[src/rtl/snn_spike_readout.sv]
// snn_spike_readout: per-neuron spike counting over a frame, then a sequential argmax scan
// whose winner is offered on a valid/ready handshake.
module snn_spike_readout #(
    parameter  int N  = 96,
    parameter  int CW = 8,
    parameter  int TW = 16,
    localparam int IW = $clog2(N)
) (
    input  logic          clk,
    input  logic          rstn,
    input  logic [N-1:0]  spikes_vec,
    input  logic          spike_valid,
    input  logic          frame_start,
    input  logic          frame_end,
    output logic          busy,
    output logic          result_valid,
    input  logic          result_ready,
    output logic [IW-1:0] winner_idx,
    output logic [CW-1:0] winner_count,
    output logic [TW-1:0] total_spikes,
    output logic          no_spike,
    output logic          overrun,
    input  logic [IW-1:0] cnt_addr,
    output logic [CW-1:0] cnt_data
);
    localparam logic [IW:0] LN = (IW+1)'(N);

    typedef enum logic [1:0] {S_IDLE, S_ACCUM, S_SCAN, S_HOLD} state_t;

    state_t        r_state, w_next;
    logic [CW-1:0] r_cnt [N];
    logic [CW-1:0] w_cnt_next [N];
    logic [TW-1:0] r_total;
    logic [TW:0]   w_pop, w_sum;
    logic [IW:0]   r_scan_i;
    logic [IW-1:0] r_best_idx, r_win_idx;
    logic [CW-1:0] r_best_cnt, r_win_cnt, r_cnt_data;
    logic          r_no_spike, r_overrun;
    logic          w_start, w_add, w_scan_done, w_blocked;

    assign w_start     = frame_start & (r_state == S_IDLE || r_state == S_ACCUM);
    assign w_add       = spike_valid & (r_state == S_ACCUM);
    assign w_scan_done = r_scan_i == LN;
    assign w_blocked   = (r_state == S_SCAN || r_state == S_HOLD) & (spike_valid | frame_start | frame_end);

    always_comb begin
        w_next = r_state;
        case (r_state)
            S_IDLE:  w_next = frame_start ? S_ACCUM : S_IDLE;
            S_ACCUM: w_next = (spike_valid && frame_end) ? S_SCAN : S_ACCUM;
            S_SCAN:  w_next = w_scan_done ? S_HOLD : S_SCAN;
            S_HOLD:  w_next = result_ready ? S_IDLE : S_HOLD;
            default: w_next = S_IDLE;
        endcase
    end

    // Clear takes priority over the add, so a restart with a row present loads that row.
    always_comb begin
        w_pop = '0;
        for (int n = 0; n < N; n++) begin
            w_pop = w_pop + {{TW{1'b0}}, spikes_vec[n]};
            w_cnt_next[n] = w_start ? {{(CW-1){1'b0}}, w_add & spikes_vec[n]} :
                            (w_add && spikes_vec[n] && r_cnt[n] != '1) ? r_cnt[n] + 1'b1 : r_cnt[n];
        end
        w_sum = {1'b0, w_start ? {TW{1'b0}} : r_total} + (w_add ? w_pop : '0);
    end

    always_ff @(posedge clk or negedge rstn) begin
        if (!rstn) begin
            r_state    <= S_IDLE;
            r_cnt      <= '{default: '0};
            r_total    <= '0;
            r_scan_i   <= '0;
            r_best_idx <= '0;
            r_best_cnt <= '0;
            r_win_idx  <= '0;
            r_win_cnt  <= '0;
            r_no_spike <= 1'b0;
            r_overrun  <= 1'b0;
            r_cnt_data <= '0;
        end else begin
            r_state    <= w_next;
            r_cnt      <= w_cnt_next;
            r_total    <= w_sum[TW] ? '1 : w_sum[TW-1:0];
            r_cnt_data <= ({1'b0, cnt_addr} < LN) ? r_cnt[cnt_addr] : '0;
            if (w_start)
                r_overrun <= 1'b0;
            else if (w_blocked)
                r_overrun <= 1'b1;
            // One neuron per cycle; strict compare keeps the lowest index on ties.
            if (r_state != S_SCAN) begin
                r_scan_i   <= '0;
                r_best_idx <= '0;
                r_best_cnt <= '0;
            end else if (!w_scan_done) begin
                if (r_cnt[r_scan_i[IW-1:0]] > r_best_cnt) begin
                    r_best_cnt <= r_cnt[r_scan_i[IW-1:0]];
                    r_best_idx <= r_scan_i[IW-1:0];
                end
                r_scan_i <= r_scan_i + 1'b1;
            end else begin
                r_win_idx  <= r_best_idx;
                r_win_cnt  <= r_best_cnt;
                r_no_spike <= r_best_cnt == '0;
            end
        end
    end

    assign busy         = r_state != S_IDLE;
    assign result_valid = r_state == S_HOLD;
    assign winner_idx   = r_win_idx;
    assign winner_count = r_win_cnt;
    assign total_spikes = r_total;
    assign no_spike     = r_no_spike;
    assign overrun      = r_overrun;
    assign cnt_data     = r_cnt_data;
endmodule

[config.mk]
export PLATFORM = sky130hd
export DESIGN_NAME = snn_spike_readout
export DESIGN_NICKNAME = d
export VERILOG_FILES = /design/src/rtl/snn_spike_readout.sv
export SDC_FILE = /design/constraint.sdc
export NUM_CORES = 2
export LEC_CHECK = 0
export ABC_CLOCK_PERIOD_IN_PS = 7200
export CAP_MARGIN = 20
export CORE_MARGIN = 3
export CORE_UTILIZATION = 46
export CTS_BUF_LIST = sky130_fd_sc_hd__clkbuf_8
export DETAILED_ROUTE_END_ITERATION = 12
export GPL_ROUTABILITY_DRIVEN = 0
export PLACE_DENSITY = 0.71
export SLEW_MARGIN = 20
export SYNTH_ARGS = -nofsm -noshare
export SYNTH_HDL_FRONTEND = slang
export SYNTH_SLANG_ARGS = --single-unit
[constraint.sdc]
create_clock -name clk -period 7.2 [get_ports clk]
set_input_delay 0.72 -clock clk [delete_from_list [all_inputs] [get_ports clk]]
set_output_delay 0.72 -clock clk [all_outputs]
set_load 0.02 [all_outputs]
Word-level counts from Yosys, hierarchy flattened. Cells that the tools add are included.

Eq/ne operators: 102. Reductions and logical operators: 298. Bitwise gates (word level): 104. Magnitude comparators: 4. Muxes and demuxes: 217. $add $sub $neg: 193.

Operators by type and width (number): $mux W8 (202); $add A17 B1 Y17 (79); $add A8 B1 Y8 const B (97); $ne A8 B8 Y1 const B (96); $reduce_bool A2 Y1 (99); $logic_and A1 B1 Y1 (193); $bmux W8 S7 (2); $and A1 B1 Y1 (99); $mux W16 (2); $mux W7 (3); $add A16 B1 Y17 (1); $add A16 B17 Y17 (1); $mux W17 (1); $add A15 B1 Y16 (1); $ge A8 B8 Y1 const B (2); $not A7 Y8 (2); $add A14 B1 Y15 (1); $add A13 B1 Y14 (1); $add A12 B1 Y13 (1); $add A11 B1 Y12 (1); $add A10 B1 Y11 (1); $add A9 B1 Y10 (1); $add A8 B1 Y9 (1); $add A7 B1 Y8 (1); other kinds (22) (30).

Register bits: 834. Word-level logic and storage cells: 1024.

Logic depth before layout (Yosys ltp).
Depth in word-level cells: 98. Mapped depth: 33. Mapped depth without buffers: 33.

Least setup slack after synthesis. No wires, ideal clock.

Kind: input -> register. From: in spikes_vec[35]. To: reg r_total[11] (netlist: total_spikes[11]). Arrival: 8.228 ns. Data required time: 7.060 ns. Path slack: -1.168 ns. Cell stages on the path: 28. Library setup time: 0.140 ns. Cell sequence: inv_1 > fa_1 > inv_1 > fa_1 > fa_1 > inv_1 > fa_1 > fa_1 > inv_1 > fa_1 > fa_1 > fa_1 > inv_1 > fa_1 > inv_1 > ha_1 > a21o_1 > a21o_1 > a21o_1 > a21oi_1 > nor2b_1 > o211a_1 > ha_1 > nor4_1 > a21oi_1 > nand3_1 > clkbuf_1 > o21ai_0.

Longest elaborated chain between the ends: 64.

Ends and longest elaborated chain: start: declaration (line 11) `input logic [N-1:0] spikes_vec,`; $add A17 B1 Y17 (61 in a row) (line 61) `w_pop = w_pop + {{TW{1'b0}}, spikes_vec[n]};`; $mux W17 (line 65) `w_sum = {1'b0, w_start ? {TW{1'b0}} : r_total} + (w_add ? w_pop : '0);`; $add A16 B17 Y17 (line 65); $mux W16 (line 84) `r_total <= w_sum[TW] ? '1 : w_sum[TW-1:0];`; end signal: assignment (line 84); end: declaration (line 33) `logic [TW-1:0] r_total;`.

Every way passes these cells. A chain may end at the register's enable or synchronous reset.

Worst setup path in the final report.
From: in spikes_vec[33]. To: reg r_total[11] (netlist: total_spikes[11]).

Longest elaborated chain between the ends: 66.

Ends and longest elaborated chain (line): $add A17 B1 Y17 (63 in a row) (61); $mux W17 (65); $add A16 B17 Y17 (65); $mux W16 (84).

Every way passes these cells.

==> summary.md <==
| Metric | Value |
|---|---|
| Worst path max stage delay | 0.62 ns |
| Vias per inst | 6.31 |
| Number of port buffers | 151 |
| RSZ-0062 raised after global routing | yes |
| Placed cell area | 59,400 sq um |
| Number of flops mapped to enable cells by yosys | 0 |
| Worst path arrival time | 8.26 ns |
| CP Capture Type | flop |
| Global-route wire length before repair | 279,000 microns |
| Post-route DRC | 0 |
| Final worst path period need | 7.46 ns |
| Vias in the first global route | 44.0k |
| Register area share after synthesis | 37.5% |
| Clock Latency Late Sink | 0.86 ns |
| I/O pin cnt | 152 |
| Die H | 354 microns |
| All-layer global routing usage | 29.3% |
| CP required | 8.00 ns |
| DRT iter0 DRCs | 6,152 |
| Routed Antenna Nets | 0 |
| Post-synth top flop | dfrtp_1 |
| Most used cell, CP | fa_1 |
| Setup-failing EPs final | 16 |
| Starting Density | 46.4% |
| Post-Synthesis Cell Area | 55,700 sq um |
| Final Worst Setup Slack | -0.259 ns |
| Wire per inst | 25.3 microns |
| Slowest-stage cell, CP | fa_2 |
| Vias post-DR | 46.5k |
| CTS Root Buffer Type | clkbuf_8 |
| Final instance area | 62,700 sq um |
| CTS Buf Count | 152 |
| FP Rows | 127 |
| Max-Cap Viols | 0 |
| Initial antenna violation count | 19 |
| Tightest Pin Transition | 1.36 ns |
| Final layout net count | 5,953 |
| WL final | 186,000 microns |
| Critical path class | in2reg |
| Maximum clock insertion buffer count | 3 |
| Fmax | 0.134 GHz |
| Worst min path class | in2reg |
| Die area | 125,000 sq um |
| Die Wd | 354 microns |
| Status | finished with violations |
| Grt total ovfl | 0 |
| Dpl hpwl | 136,000 microns |
| Leak | 26.8 nW |
| Slew Limit Fails | 0 |
| Yosys cell types | 69 |
| Failing checks | negative setup slack |
| Clk sinks | 834 |
| Worst-path clk slew | 0.07 ns |
| Asr flop ratio synth | 100% |
| H-tree levels | 4 |
| Pwr dens | 364 nW/um^2 |
| Yosys Warn Count | 0 |
| Max_slew headroom | 8.36% |
| Synth Register Bits | 834 |
| Peak VDD IR | 1.91 mV |
| Place WS | -1.72 ns |
| Final Hold Vio Count | 0 |
| CTS tree | done |
| Period Utilization, post-route | 104% |
| Area delta synth->final | 12.6% |
| Syn Inst Count | 5,435 |
| Mean Syn Cell Area | 10.3 sq um |
| Net Count, Synth | 5,761 |
| Setup Skew | 0.0521 ns |
| Setup TNS | -3.50 ns |
| Core Box Area | 120,000 sq um |
| Startpoint types | input pin |
| Drt first pass iters | 8 |
| Largest net degree at the start of global routing | 183 |
| Worst hold slack | 0.117 ns |
| Critical path peak fanout | 6 |
| Layout cells sized above 1 | 16.5% |
[registers in the layout, indices dropped and copies added (netlist names)]
signal        cells
r_best_cnt        8
r_cnt           768
total_spikes     16
r_scan_i          8
r_best_idx        7
winner_count      8
overrun           1
no_spike          1
cnt_data          8
winner_idx        7
r_state           2
[metal layers]
layer  vias to the layer above  GRT usage, %  share of wire (%)
met5                         -             0               0.15
met4                        22          15.8                6.4
met3                       597          10.1                 13
met2                      2685          42.1                 43
met1                     23200          38.9                 38
li1                      20000             -                  -
[final timing paths]
check,startpoint,to,slack [ns],cells past startpoint
max in group asynchronous,rstn,r_cnt[180],5.07,3
max reg2reg,r_scan_i[2],r_best_idx[1],1.49,13
min in group asynchronous,rstn,winner_count[5],0.56,2
min,spikes_vec[35],r_cnt[480],0.12,3
min reg2reg,no_spike,no_spike,0.48,2
max,spikes_vec[33],total_spikes[11],-0.26,33
[power by group]
| group | total [mW] | switching, mW | internal [mW] |
|---|---|---|---|
| Combinational | 12.1 | 6.11 | 5.98 |
| Clock | 4.88 | 2.19 | 2.69 |
| Sequential | 5.84 | 0.756 | 5.08 |
[layout make-up]
class	instances	area, sq um
Fill cell	10600	57400
Multi-Input combinational cell	4096	32800
Sequential cell	834	20900
Timing Repair Buffer	313	2930
Clock buffer	195	2680
Tap cell	1612	2020
Inverter	230	871
Clock inverter	75	571
Antenna cell	9	22.5
[cell usage in the layout (no fill, tap or decap), drive strengths merged, types with 38 or more instances in the layout]
cell and count:
inv 266, nor2 712, a21oi 135, o211a 39, nand4 212, o21ai 161, clkdlybuf4s50 97, and3 133
o211ai 61, or3 111, mux2 56, xnor2 96, buf 185, dfrtp 834, nor3 55, a32oi 38
xor2 412, a22oi 71, ha 132, nand2 533, mux4 326, clkbuf 209, mux2i 278, nand3 217
fa 85
[synth_stat cells (13+ instances only)]
cell type / number / area (sq um)
dfrtp_1: 834 / 20900
nor2_1: 712 / 2670
nand2_1: 533 / 2000
xor2_1: 412 / 3610
mux4_2: 326 / 7340
mux2i_1: 278 / 2780
inv_1: 221 / 830
nand3_1: 217 / 1090
nand4_1: 212 / 1330
clkbuf_1: 162 / 608
o21ai_0: 160 / 801
a21oi_1: 135 / 676
and3_1: 133 / 832
ha_1: 132 / 1650
or3_1: 111 / 694
xnor2_1: 96 / 841
fa_1: 85 / 1700
a22oi_1: 71 / 533
o211ai_1: 61 / 458
nor3_1: 55 / 275
a32oi_1: 38 / 333
buf_6: 35 / 394
buf_2: 34 / 170
mux2_2: 32 / 360
nand2b_1: 32 / 200
o211a_2: 28 / 280
mux2_1: 24 / 270
buf_1: 23 / 86.3
o22ai_1: 22 / 138
nor2b_1: 19 / 119
a221oi_1: 17 / 149
buf_4: 17 / 128
o221ai_1: 14 / 123
a221o_1: 13 / 130
[cell families after synthesis]
logic type / after synthesis / synth area share [%]
buf+inv: 505 / 4.15
mux: 660 / 19.3
fa+ha+maj: 217 / 6.02
flops: 834 / 37.5
simple gates: 2059 / 17.0
compound gates: 652 / 8.10
xor+xnor: 508 / 7.99
[worst max-delay path, delay by kind of cell]
| family | cells | cell delay [ns] |
|---|---|---|
| AOI/OAI and AO/OA | 7 | 0.70 |
| adders and majority gates | 12 | 5.38 |
| and+or+nand+nor | 5 | 0.59 |
| xor gates and xnor gates | 1 | 0.17 |
| buffers and inverters | 8 | 0.68 |
[repair_timing]
item | CTS | global route
setup buffers | 4 | 0
pin swaps | 35 | 30
resized for setup | 169 | 66
hold buffers | 1 | 0
hold endpoints to repair | 96 | 0
setup endpoints to repair | 16 | 16
cloned | 1 | 0
[metrics by stage]
step	power (mW)	cells	util (%)
global placement	17.1	7081	49.4
detailed placement	17.4	7081	49.4
floorplan	13.1	5435	-
finish	22.8	7364	52.2
CTS	22.6	7356	52.2
global route	24.3	7356	52.2
No activity file was read; power rests on OpenSTA's default activity.
